File: config.mk
export PLATFORM = sky130hd
export DESIGN_NAME = keypad_scanner_flat
export DESIGN_NICKNAME = d
export VERILOG_FILES = /design/src/rtl/keypad_scanner_pkg.sv /design/src/rtl/keypad_scanner_if.sv /design/src/rtl/keypad_scanner_sync.sv /design/src/rtl/keypad_scanner.sv /design/src/flat_wrapper.sv
export SDC_FILE = /design/constraint.sdc
export NUM_CORES = 1
export LEC_CHECK = 0
export BUFFER_PORTS_ARGS = -buffer_cell sky130_fd_sc_hd__buf_4
export CELL_PAD_IN_SITES_DETAIL_PLACEMENT = 1
export CELL_PAD_IN_SITES_GLOBAL_PLACEMENT = 2
export CORE_MARGIN = 2
export CORE_UTILIZATION = 43
export DETAILED_ROUTE_END_ITERATION = 16
export PLACE_DENSITY_LB_ADDON = 0.1
export RECOVER_POWER = 25
export SLEW_MARGIN = 15
export SYNTH_ARGS = -nofsm -noshare
export SYNTH_HDL_FRONTEND = slang
export SYNTH_SLANG_ARGS = --single-unit
File: constraint.sdc
create_clock -name clk -period 7.45 [get_ports clk]
set_input_delay 0.745 -clock clk [delete_from_list [all_inputs] [get_ports clk]]
set_output_delay 0.745 -clock clk [all_outputs]
set_load 0.02 [all_outputs]
File: src/rtl/keypad_scanner_pkg.sv
// Shared types and helpers for the 4x4 keypad scan controller.
// Latency: n/a (types, constants and a pure combinational helper).
// Backpressure: n/a.
`timescale 1ns/1ps
package keypad_pkg;

  // Default matrix geometry for the calculator keypad.
  localparam int KEY_ROW_DEF = 4;
  localparam int KEY_COL_DEF = 4;

  // Widest line vector the decoder helper accepts, and its index width.
  localparam int MAX_LINES = 16;
  localparam int IDX_W     = 4;

  typedef enum logic [1:0] {
    ST_SCAN,
    ST_DEBOUNCE,
    ST_REPORT,
    ST_HOLD
  } state_t;

  typedef struct packed {
    logic             valid;  // exactly one bit of the input was set
    logic [IDX_W-1:0] idx;    // position of that bit
  } onehot_idx_t;

  // Binary index of a one-hot vector. valid is low for an all-zero vector
  // and for any vector with two or more bits set (ghosting on the matrix).
  function automatic onehot_idx_t onehot_to_idx(input logic [MAX_LINES-1:0] vec);
    onehot_idx_t res;
    int unsigned n;
    res = '0;
    n   = 0;
    for (int i = 0; i < MAX_LINES; i++) begin
      if (vec[i]) begin
        res.idx = IDX_W'(i);
        n++;
      end
    end
    res.valid = (n == 1);
    return res;
  endfunction

endpackage

File: src/rtl/keypad_scanner_if.sv
// Pin/decoder-side bundle of the keypad scanner.
// Latency: n/a (wiring only).
// Backpressure: none; key_in is a fire-and-forget strobe.
`timescale 1ns/1ps
interface keypad_scanner_if #(
  parameter int KEY_ROW = keypad_pkg::KEY_ROW_DEF,
  parameter int KEY_COL = keypad_pkg::KEY_COL_DEF
);

  logic [KEY_ROW-1:0] row_sense;  // raw row lines, asynchronous to clk
  logic [KEY_COL-1:0] col_drv;    // one-hot column strobe
  logic               key_in;     // one-cycle debounced key report
  logic [KEY_ROW-1:0] row;        // binary row index of reported key
  logic [KEY_COL-1:0] col;        // binary column index of reported key

  // The scanner drives the columns and the report, and senses the rows.
  modport master (
    input  row_sense,
    output col_drv, key_in, row, col
  );

  // The keypad/decoder side sees the mirror image.
  modport slave (
    output row_sense,
    input  col_drv, key_in, row, col
  );

endinterface

File: src/rtl/keypad_scanner_sync.sv
// Two-flop synchronizer for quasi-static multi-bit inputs (keypad rows).
// Latency: 2 clk cycles from input to q.
// Backpressure: none.
`timescale 1ns/1ps
module sync_2ff #(
  parameter int WIDTH = 1
) (
  input  logic             clk,
  input  logic             rst_n,
  input  logic [WIDTH-1:0] d,
  output logic [WIDTH-1:0] q
);

  logic [WIDTH-1:0] meta;

  // Two back-to-back flops; bits are treated independently, which is fine
  // because row lines settle long before the scanner samples them.
  always_ff @(posedge clk or negedge rst_n) begin
    if (!rst_n) begin
      meta <= '0;
      q    <= '0;
    end else begin
      meta <= d;
      q    <= meta;
    end
  end

endmodule

File: src/rtl/keypad_scanner.sv
// Matrix keypad scanner: drives one column at a time, debounces one key, strobes key_in.
// Latency: key_in rises DEBOUNCE*SCAN_DIV cycles after the key's column is first driven.
// Backpressure: none; a held key is reported once and must be released before the next report.
`timescale 1ns/1ps
module keypad_scanner
  import keypad_pkg::*;
#(
  parameter int KEY_ROW  = KEY_ROW_DEF,
  parameter int KEY_COL  = KEY_COL_DEF,
  parameter int SCAN_DIV = 16,  // dwell per column sample; >= 4 so rs settles
  parameter int DEBOUNCE = 4    // identical samples needed for press and release
) (
  input  logic             clk,
  input  logic             rst_n,
  keypad_scanner_if.master kp
);

  localparam int DIV_W  = (SCAN_DIV > 1) ? $clog2(SCAN_DIV) : 1;
  localparam int CNT_W  = $clog2(DEBOUNCE + 1);
  localparam int CIDX_W = (KEY_COL > 1) ? $clog2(KEY_COL) : 1;

  // Synchronized row lines; every decision below is taken on rs.
  logic [KEY_ROW-1:0] rs;

  // Dwell counter and the sample tick it produces.
  logic [DIV_W-1:0]   div_cnt;
  logic               tick;

  // Scan state.
  state_t             state;
  logic [CNT_W-1:0]   hit_cnt;
  logic [CNT_W-1:0]   rel_cnt;
  logic [CNT_W-1:0]   hit_nxt;
  logic [CNT_W-1:0]   rel_nxt;

  // Column rotator: one-hot drive plus its binary index kept in lock-step.
  logic [KEY_COL-1:0] col_drv_q;
  logic [KEY_COL-1:0] col_drv_nxt;
  logic [CIDX_W-1:0]  col_idx;
  logic [CIDX_W-1:0]  col_idx_nxt;

  // Candidate key captured on the first one-hot sample.
  logic [KEY_ROW-1:0] row_lat;
  logic [IDX_W-1:0]   row_idx_lat;
  logic [CIDX_W-1:0]  col_idx_lat;

  // Registered outputs.
  logic               key_in_q;
  logic [KEY_ROW-1:0] row_q;
  logic [KEY_COL-1:0] col_q;

  // Row decode; rows beyond MAX_LINES are not supported by the helper.
  onehot_idx_t        rs_dec;

  sync_2ff #(
    .WIDTH (KEY_ROW)
  ) u_row_sync (
    .clk   (clk),
    .rst_n (rst_n),
    .d     (kp.row_sense),
    .q     (rs)
  );

  assign rs_dec      = onehot_to_idx(MAX_LINES'(rs));
  assign tick        = (div_cnt == DIV_W'(SCAN_DIV - 1));
  assign hit_nxt     = hit_cnt + CNT_W'(1);
  assign rel_nxt     = rel_cnt + CNT_W'(1);
  assign col_drv_nxt = {col_drv_q[KEY_COL-2:0], col_drv_q[KEY_COL-1]};
  assign col_idx_nxt = (col_idx == CIDX_W'(KEY_COL - 1)) ? '0 : col_idx + CIDX_W'(1);

  // Free-running dwell counter. Columns only ever move on the cycle after a
  // tick, which is exactly when this wraps, so it restarts with every new column.
  always_ff @(posedge clk or negedge rst_n) begin
    if (!rst_n) begin
      div_cnt <= '0;
    end else if (tick) begin
      div_cnt <= '0;
    end else begin
      div_cnt <= div_cnt + DIV_W'(1);
    end
  end

  // Scan / debounce / report / hold sequencer with registered outputs.
  always_ff @(posedge clk or negedge rst_n) begin
    if (!rst_n) begin
      state       <= ST_SCAN;
      col_drv_q   <= KEY_COL'(1);
      col_idx     <= '0;
      hit_cnt     <= '0;
      rel_cnt     <= '0;
      row_lat     <= '0;
      row_idx_lat <= '0;
      col_idx_lat <= '0;
      key_in_q    <= 1'b0;
      row_q       <= '0;
      col_q       <= '0;
    end else begin
      key_in_q <= 1'b0;
      case (state)
        // Look for exactly one active row on the driven column; anything else
        // (idle or ghosting) moves the scan on.
        ST_SCAN: begin
          if (tick) begin
            if (rs_dec.valid) begin
              row_lat     <= rs;
              row_idx_lat <= rs_dec.idx;
              col_idx_lat <= col_idx;
              hit_cnt     <= CNT_W'(1);
              if (DEBOUNCE <= 1) begin
                state    <= ST_REPORT;
                key_in_q <= 1'b1;
                row_q    <= KEY_ROW'(rs_dec.idx);
                col_q    <= KEY_COL'(col_idx);
              end else begin
                state <= ST_DEBOUNCE;
              end
            end else begin
              col_drv_q <= col_drv_nxt;
              col_idx   <= col_idx_nxt;
            end
          end
        end

        // Column held; the same single row must repeat on every sample.
        // The report is registered on the same edge that enters REPORT.
        ST_DEBOUNCE: begin
          if (tick) begin
            if (rs == row_lat) begin
              hit_cnt <= hit_nxt;
              if (hit_nxt == CNT_W'(DEBOUNCE)) begin
                state    <= ST_REPORT;
                key_in_q <= 1'b1;
                row_q    <= KEY_ROW'(row_idx_lat);
                col_q    <= KEY_COL'(col_idx_lat);
              end
            end else begin
              state     <= ST_SCAN;
              hit_cnt   <= '0;
              col_drv_q <= col_drv_nxt;
              col_idx   <= col_idx_nxt;
            end
          end
        end

        // key_in is high for exactly this one cycle.
        ST_REPORT: begin
          hit_cnt <= '0;
          rel_cnt <= '0;
          state   <= ST_HOLD;
        end

        // Wait for DEBOUNCE consecutive all-clear samples; any activity
        // restarts the count so a held key is never reported twice.
        ST_HOLD: begin
          if (tick) begin
            if (rs == '0) begin
              if (rel_nxt == CNT_W'(DEBOUNCE)) begin
                state     <= ST_SCAN;
                rel_cnt   <= '0;
                col_drv_q <= col_drv_nxt;
                col_idx   <= col_idx_nxt;
              end else begin
                rel_cnt <= rel_nxt;
              end
            end else begin
              rel_cnt <= '0;
            end
          end
        end

        default: begin
          state <= ST_SCAN;
        end
      endcase
    end
  end

  assign kp.col_drv = col_drv_q;
  assign kp.key_in  = key_in_q;
  assign kp.row     = row_q;
  assign kp.col     = col_q;

endmodule

File: src/flat_wrapper.sv
// flat-port wrapper written by rule: the top's interface ports become plain ports
module keypad_scanner_flat import keypad_pkg::*;
#(
  parameter int KEY_ROW  = KEY_ROW_DEF,
  parameter int KEY_COL  = KEY_COL_DEF,
  parameter int SCAN_DIV = 16,                                                
  parameter int DEBOUNCE = 4                                                     
)
  (clk, rst_n, kp_row_sense, kp_col_drv, kp_key_in, kp_row, kp_col);
  keypad_scanner_if #(.KEY_ROW(KEY_ROW), .KEY_COL(KEY_COL)) kp_i ();
  input  logic clk;
  input  logic rst_n;
  input wire logic [$bits(kp_i.row_sense)-1:0] kp_row_sense;
  output wire logic [$bits(kp_i.col_drv)-1:0] kp_col_drv;
  output wire logic [$bits(kp_i.key_in)-1:0] kp_key_in;
  output wire logic [$bits(kp_i.row)-1:0] kp_row;
  output wire logic [$bits(kp_i.col)-1:0] kp_col;
  assign kp_i.row_sense = kp_row_sense;
  assign kp_col_drv = kp_i.col_drv;
  assign kp_key_in = kp_i.key_in;
  assign kp_row = kp_i.row;
  assign kp_col = kp_i.col;
  keypad_scanner #(.KEY_ROW(KEY_ROW), .KEY_COL(KEY_COL), .SCAN_DIV(SCAN_DIV), .DEBOUNCE(DEBOUNCE)) u_core (.clk(clk), .rst_n(rst_n), .kp(kp_i));
endmodule
# Yosys cells after proc, flatten, opt, wreduce, memory -nomap -nowiden
# Cells that the tools add are included.
[classes]
n_mux = 47
n_addsub = 7
n_eq_ne = 18
n_reduce_logical = 11
[op_table]
columns = ["op", "n"]
rows = [
  ["32-bit two-way mux", 3],
  ["32-bit by 1-bit adder with 32-bit output (second input constant)", 2],
  ["4-bit two-way mux", 10],
  ["32-bit by 1-bit == test with 1-bit output (second input constant)", 1],
  ["2-bit two-way mux", 16],
  ["3-bit two-way mux", 7],
  ["2-bit by 1-bit inequality test with 1-bit output (second input constant)", 6],
  ["4-bit case mux with 3 select lines", 1],
  ["3-bit case mux with 3 select lines", 1],
  ["2-bit case mux with 4 select lines", 1],
  ["4-bit AND reduction", 2],
  ["8-bit AND reduction", 1],
  ["7-bit AND reduction", 1],
  ["3-bit by 1-bit adder with 3-bit output (second input constant)", 2],
  ["2-bit == test (second input constant)", 3],
  ["3-bit == test (second input constant)", 2],
  ["1-bit two-way mux", 6],
  ["2-bit case mux with 3 select lines", 1],
  ["3-bit case mux with 2 select lines", 1],
  ["3-bit nonzero test", 2],
  ["4-bit by 1-bit adder with 4-bit output (second input constant)", 1],
  ["4-bit == test", 1],
  ["4-bit == test (second input constant)", 1],
  ["4-bit logical NOT", 1],
  ["other kinds (9)", 10],
]
[word_totals]
reg_bits = 43

# Logic depth before layout (Yosys ltp)
# Gate-level depths: netlist (run 1).
[depth]
depth_word = 11
mapped_depth = 10

# Cells and area by module
# From an unflattened synthesis (run 1), not the netlist that was laid out.
[hier_totals]
cells_unflattened = 160
hier_area_um2 = 1934.4
[by_module_without_submodules]
columns = ["mod", "instances", "area_per_inst_um2", "cells_per_inst"]
rows = [
  ["keypad_scanner", 1, 1734.2, 152],
  ["sync_2ff", 1, 200.2, 8],
]

# Worst setup path after synthesis (run 1)
# OpenSTA, ideal clock, no wires.
[synth_path]
path_type = "flip-flop to flip-flop"
from = "reg u_core.u_row_sync.q[0]"
to = "reg u_core.col_idx[0]"
setup_time_ps = 125
period_less_slack_ps = 2708
path_stages_with_launch = 11
t_required_ps = 7325
path_buffers = 1
slack_ps = 4742
t_arrival_ps = 2583
path_cell_list = "dfrtp_1 -> inv_1 -> ha_1 -> xor2_1 -> ha_1 -> and4b_1 -> nor4_2 -> nor3b_1 -> or4_1 -> buf_4 -> mux2_4"
[synth_between]
elab_chain_cells = 10
[synth_rtl]
columns = ["element", "line_no", "text"]
rows = [
  ["start: declaration", "keypad_scanner_sync.sv:11", "output logic [WIDTH-1:0] q"],
  ["start signal: assignment", "keypad_scanner_sync.sv:24", "q <= meta;"],
  ["1-bit two-way mux", "keypad_scanner_pkg.sv:35", "if (vec[i]) begin"],
  ["1-bit by 1-bit adder with 2-bit output", "keypad_scanner_pkg.sv:37", "n++;"],
  ["32-bit two-way mux", "keypad_scanner_pkg.sv:35", ""],
  ["32-bit by 1-bit adder with 32-bit output", "keypad_scanner_pkg.sv:37", ""],
  ["32-bit two-way mux", "keypad_scanner_pkg.sv:35", ""],
  ["32-bit by 1-bit adder with 32-bit output", "keypad_scanner_pkg.sv:37", ""],
  ["32-bit two-way mux", "keypad_scanner_pkg.sv:35", ""],
  ["32-bit by 1-bit == test with 1-bit output", "keypad_scanner_pkg.sv:40", "res.valid = (n == 1);"],
  ["2-bit inequality test (no source line)", "n/a", ""],
  ["8-bit AND reduction (no source line) (*)", "n/a", ""],
  ["end signal: assignment", "keypad_scanner.sv:119", "col_idx <= col_idx_nxt;"],
  ["end signal: assignment", "keypad_scanner.sv:140", "col_idx <= col_idx_nxt;"],
  ["end signal: assignment", "keypad_scanner.sv:161", "col_idx <= col_idx_nxt;"],
  ["end: declaration", "keypad_scanner.sv:39", "logic [CIDX_W-1:0] col_idx;"],
]
# Mark *: on every way between the ends. The rest lies on a longest branch, timed or not.
# A chain may end at the register's enable or synchronous reset.

# Worst setup path after layout (run 1)
[layout_path]
from = "reg u_core.u_row_sync.q[1]"
to = "reg u_core.col_idx[1]"
[layout_between]
elab_chain_cells = 8
[layout_rtl]
columns = ["element", "line_no"]
rows = [
  ["32-bit two-way mux", "keypad_scanner_pkg.sv:35"],
  ["32-bit by 1-bit adder with 32-bit output", "keypad_scanner_pkg.sv:37"],
  ["32-bit two-way mux", "keypad_scanner_pkg.sv:35"],
  ["32-bit by 1-bit adder with 32-bit output", "keypad_scanner_pkg.sv:37"],
  ["32-bit two-way mux", "keypad_scanner_pkg.sv:35"],
  ["32-bit by 1-bit == test with 1-bit output", "keypad_scanner_pkg.sv:40"],
  ["2-bit inequality test (no source line)", "n/a"],
  ["8-bit AND reduction (no source line) (*)", "n/a"],
]
# Marks and branches as above.

==> results of run 1 <==
stage by stage:
stage | setup WS (ns) | util (%) | instance area (um^2) | hold slack (ns) | total power (W)
4_1_cts | 4.42 | 48.8 | 2100 | 0.356 | 0.000530
2_1_floorplan | 4.74 | - | 1900 | 0.331 | 0.000361
3_3_place_gp | 4.57 | 46.9 | 2010 | 0.335 | 0.000383
5_1_grt | 4.24 | 48.7 | 2090 | 0.372 | 0.000556
3_5_place_dp | 4.44 | 46.9 | 2010 | 0.339 | 0.000391
6_report | 4.45 | 48.7 | 2090 | 0.354 | 0.000519
cells by family (layout without fill, tap and decap cells):
| family | after synthesis | after routing | synth area share, % |
|---|---|---|---|
| flops | 39 | 39 | 51.8 |
| simple gates | 31 | 31 | 9.88 |
| fa+ha+maj | 14 | 14 | 9.28 |
| buf+inv | 18 | 32 | 4.97 |
| compound gates | 18 | 18 | 6.43 |
| other cells | 1 | 4 | 0.199 |
| xor+xnor | 5 | 5 | 2.32 |
| mux | 24 | 24 | 15.1 |
state kept, by name, summed over array words and instances, names as in the netlist, 2 cells and up, named ones only:
register                count
u_core.rel_cnt              3
u_core.col_idx              2
u_core.row_lat              4
u_core.hit_cnt              3
u_core.row_idx_lat          2
u_core.col_idx_lat          2
u_core.kp.col               2
u_core.kp.col_drv           4
u_core.div_cnt              4
u_core.kp.row               2
u_core.u_row_sync.meta      4
u_core.u_row_sync.q         4
per-layer routing:
layer | GRT usage (%) | up-vias | wire length [um]
met3 | 4.47 | 4 | 108
li1 | - | 545 | -
met5 | 0 | - | 0
met1 | 18.1 | 566 | 1480
met4 | 5.77 | 0 | 46
met2 | 26.8 | 18 | 1640
cells in the final DEF (no fill, tap or decap), types with 2 or more instances in the layout:
master and count:
a21oi_1 2, a41oi_1 2, and3_1 3, buf_4 9, clkbuf_1 2, clkbuf_4 4
clkbuf_8 5, conb_1 4, dfrtp_1 38, ha_1 14, inv_1 10, mux2_1 8
mux2_2 4, mux2_4 6, mux2i_1 6, nand2_1 6, nand2b_1 3, nand3_1 2
nor2_1 5, nor4b_1 2, o21ai_0 5, o22ai_1 2, xor2_1 4
cell type report:
cell class	count	share of cell area, %
clock inverter	2	0.598
tap	52	3.11
inverter	10	1.79
sequential	39	46.7
timing repair buffer	14	4.84
clock buffer	6	3.47
multi-input combinational	96	39.5
worst max-delay path, cell delays in order (launching register included):
cell and delay [ns]:
dfrtp_1 0.38, inv_1 0.09, ha_1 0.35, xor2_1 0.17, ha_1 0.31, and4b_1 0.20
nor4_2 0.30, nor3b_1 0.11, or4_1 0.61, mux2_4 0.36
how the worst max path moves through the flow:
stage,startpoint,to,cells past startpoint
4_1_cts,u_core.u_row_sync.q[1],u_core.col_idx[1],9
2_1_floorplan,u_core.u_row_sync.q[0],u_core.col_idx[0],10
3_5_place_dp,u_core.u_row_sync.q[1],u_core.col_idx[1],9
6_report,u_core.u_row_sync.q[1],u_core.col_idx[1],9
3_3_place_gp,u_core.u_row_sync.q[0],u_core.col_idx[0],9
5_1_grt,u_core.u_row_sync.q[1],u_core.col_idx[1],9
power by group through the flow:
stage	clock (W)	combinational [W]	sequential (W)
finish	0.000135	0.000124	0.000259
global route	0.000152	0.000141	0.000264
CTS	0.000142	0.000128	0.000260
detailed placement	0	0.000128	0.000264
global placement	0	0.000121	0.000262
floorplan	0	0.000105	0.000256
==> reports/qor.txt, run 1 <==
outcome -> complete, but fails checks
failing checks -> capacitance limit, slew limit
hold path cells -> 0
Worst Hold End -> u_core.u_row_sync.q[0]
Post-synth EDFFs -> 0
routed length per placed instance -> 14.9 um
HP Class -> reg2reg
Crit Path Class -> reg2reg
Reg clk slew, reported paths -> 0.07 ns
Sw Ratio -> 29.9%
Post-CTS Resized -> 0
H-tree depth -> 2
CTS Buffer Depth -> 2
fmax -> 0.333 GHz
post-synthesis sequential area ratio -> 51.8%
Antenna diodes -> 0
Hold Startpoint -> u_core.u_row_sync.meta[0]
cell area after synthesis -> 0.00189 mm^2
Tcrit/Tclk final -> 40.3%
Int Power -> 0.000364 W
Clock Skews -> 0.00343 ns
First-pass DRT Iterations -> 4
R2R Path Start -> u_core.u_row_sync.q[1]
Syn Area/Cell -> 12.6 um^2
first-pass GRT wire length -> 5920 um
Syn. warnings -> 0
antenna violations before repair -> 0
Buffers on Ports -> 14
post-route setup TNS -> 0 ns
RSZ-0062 raised after global routing -> no
Final Net Count -> 186
Synth top area share -> 50.4%
Peak supply drop -> 0.0913 mV
Placer Congestion -> 0.782
Routed Antenna Nets -> 0
register area -> 977 um^2
Most used DFF post-synth -> dfrtp_1
most common cell in the synthesized netlist -> dfrtp_1
flop2flop setup slack -> 4.45 ns
crit-path max FO -> 6
final hold viol count -> 0
top cells by area, synth -> dfrtp_1, ha_1, mux2_1
placed insts -> 211
Clock Latency Late Sink -> 0.28 ns
vias in the first global route -> 1,257
Sequential Power Share -> 50.0%
Root Buffer -> clkbuf_8
Total Wirelength -> 3270 um
area grow syn2layout -> 10.9%
layout cell share with drive strength beyond 1 -> 20.4%
combinational share of power -> 23.9%
Starting DRT DRC Count -> 27
startpoint types -> flop
Final setup viols -> 0
I/O pins -> 19
Synth top cells by count -> dfrtp_1, ha_1, inv_1
R2R depth -> 9
post-CTS setup buffer count -> 0
Post-Syn Instances -> 150
Clk pwr share -> 26.1%
Sink Count -> 39
overall die width -> 70.2 um
core area -> 0.00429 mm^2
Multi-input gate area -> 827 um^2
Max-cap violations -> 1
fin crit period -> 3.00 ns
total CTS buffers -> 5
Rows -> 24
Rel. slew slack -> -32.7%
DRC -> 0
all-layer global routing usage -> 15.5%
Arrival @ worst endpoint -> 3.17 ns
Chip Height -> 70.2 um
initial core utilization -> 43.9%
Reg-to-Reg End -> u_core.col_idx[1]
worst-margin pin slew -> 1.99 ns
GR Overflow Total -> 0
Hold-fix buffers, CTS -> 0
cell taking the most area after synthesis -> dfrtp_1
#FFs+latches synth -> 39
Die ar. -> 0.00493 mm^2
fin cells -> 219
Cell variety after synth -> 40
DP Wirelength -> 2530 um
CP required -> 7.62 ns
CP endpoint kind -> flop
Filler Cells Inserted -> 457
via total after detailed routing -> 1,133
largest net degree at the start of global routing -> 40
asr flop ratio synth -> 100%
P_sw -> 0.000155 W
Static Leak -> 1.06 nW
CTS tree -> done
PwrDens -> 248 mW/mm^2
Via density -> 5.17
Slew Viols, Final -> 40
Note: power is estimated with default switching activity, not from simulation.
==> inputs of run 2 (changes only) <==
- CORE_UTILIZATION: 43 -> 36
- clock period: 7.45 -> 2.7 ns (I/O delays scaled with it)
==> run 2 against run 1 <==
Hold slack got worse by 0.25 ns; die area increased by 18%; first-iteration DRC count decreased by 30%; largest cell class unchanged; total power increased to 3.2 times the previous value; sequential power increased to 2.8 times the previous value; the run ends with setup timing left; flip-flop and latch count unchanged; sequential share of layout area decreased by 4.3 points; clock power increased to 3.9 times the previous value; wire length increased by 16%; clock-buffer cell count unchanged; via count increased by 8.2%; critical path depth increased by 1.
==> reports/qor.txt, run 2 (synthesis results as in run 1) <==
Routed met2 length -> 2000 um
R2R Path Start -> u_core.u_row_sync.q[0]
Via density -> 4.90
CP cell instances -> inv_2 -> ha_4 -> xor2_1 -> ha_1 -> and4b_1 -> nor4_4 -> nor3b_2 -> or4_1 -> buf_6 -> mux2_4
antenna violations before repair -> 0
Max-cap violations -> 0
DP Wirelength -> 2760 um
routed length per placed instance -> 15.2 um
most common cell after layout, fill and taps aside -> dfrtp_1
Clock Skews -> 0.00933 ns
CTS Buffer Depth -> 2
Static Leak -> 1.16 nW
Crit Path Class -> reg2reg
Final Net Count -> 199
PwrDens -> 712 mW/mm^2
outcome -> complete, but fails checks
Sink Count -> 39
CP endpoint kind -> flop
Reg clk slew, reported paths -> 0.08 ns
initial core utilization -> 37.2%
vias in the first global route -> 1,323
post-layout util -> 45.4%
fmax -> 0.370 GHz
Peak supply drop -> 0.306 mV
Place WS -> -0.0974 ns
Starting DRT DRC Count -> 19
Die ar. -> 0.00584 mm^2
commonest cells after routing, fill and taps aside -> dfrtp_1, buf_4, ha_1, inv_1, mux2_1
Clock Latency Late Sink -> 0.30 ns
minimum hold slack -> 0.104 ns
fin crit period -> 2.70 ns
worst-margin pin slew -> 0.964 ns
largest net degree at the start of global routing -> 40
area grow syn2layout -> 22.1%
RSZ-0062 raised after global routing -> yes
Worst path slowest cell -> or4_1
Worst Setup SP -> u_core.u_row_sync.q[0]
Top Metal Used -> met4
Filler Cells Inserted -> 560
post-route setup TNS -> -0.00508 ns
M1 wire length -> 1650 um
Final setup viols -> 2
I/O pins -> 19
fin cells -> 250
first-pass GRT wire length -> 6680 um
met3 routed WL -> 112 um
CTS tree -> done
Rows -> 26
final critical-path setup slack -> -0.00441 ns
H-tree depth -> 2
CP required -> 2.88 ns
overall die width -> 76.4 um
core area -> 0.00507 mm^2
Tcrit/Tclk final -> 100%
Chip Height -> 76.4 um
First-pass DRT Iterations -> 4
CP Buf/Inv Count -> 2
Total Wirelength -> 3800 um
largest stage delay on the critical path -> 0.43 ns
Placer Congestion -> 0.734
final hold viol count -> 0
crit-path leading delay family -> simple AND/OR/NAND/NOR gates
DRC -> 0
Antenna diodes -> 0
startpoint types -> flop
via total after detailed routing -> 1,226
Arrival @ worst endpoint -> 2.88 ns
crit-path max FO -> 6
Slew Viols, Final -> 0
HP Class -> in2reg
Hold Startpoint -> kp_row_sense[3]
failing checks -> setup timing
GR Overflow Total -> 0
total CTS buffers -> 5
placed insts -> 239
layout cell share with drive strength beyond 1 -> 30.6%
Rel. slew slack -> 35.7%
Root Buffer -> clkbuf_8
all-layer global routing usage -> 14.8%
Routed Antenna Nets -> 0
Buffers on Ports -> 14
## run 2: final cells by class
type | instances | area, um^2 | area share [%]
clock buffer | 6 | 82.6 | 3.59
clock inverter | 2 | 38.8 | 1.68
tap | 70 | 87.6 | 3.80
inverter | 10 | 37.5 | 1.63
timing repair buffer | 27 | 206 | 8.96
multi-input combinational | 96 | 873 | 37.9
sequential | 39 | 977 | 42.4
## run 2: layer usage
| layer | GRT usage [%] | vias to the layer above |
|---|---|---|
| li1 | - | 571 |
| met1 | 17.4 | 633 |
| met2 | 26.4 | 15 |
| met3 | 3.67 | 7 |
| met4 | 4.91 | 0 |
| met5 | 0 | - |
## run 2: report_power, final
group	switching, W	leakage (nW)	total, W	internal [W]
sequential	0.0000579	0.504	0.000713	0.000655
combinational	0.000196	0.594	0.000405	0.000209
clock	0.000218	0.0618	0.000522	0.000304
total	0.000472	1.16	0.00164	0.00117
## run 2: worst paths after layout
kind	slack, ns	depth (start not counted)	to
setup reg to reg	-0.004	10	u_core.kp.col_drv[1]
hold / removal	0.10	1	u_core.u_row_sync.meta[3]
min in group asynchronous	0.66	2	u_core.hit_cnt[1]
max in group asynchronous	1.44	2	u_core.kp.row[0]
hold reg to reg	0.35	0	u_core.u_row_sync.q[3]
setup / recovery	-0.004	10	u_core.kp.col_drv[1]
## run 2: stage by stage
stage | power [W] | instance area [um^2]
floorplan | 0.000998 | 1910
global placement | 0.00109 | 2120
detailed placement | 0.00111 | 2120
CTS | 0.00165 | 2260
global route | 0.00175 | 2300
finish | 0.00164 | 2300
## run 2: what timing repair did
item / in CTS / in global routing
gates resized for setup: 4 / 5
endpoints found under the setup margin: 14 / 14
pin swaps: 1 / 1
hold endpoints to repair: 38 / 0
buffers inserted: 0 / 2
hold buffers: 1 / 0
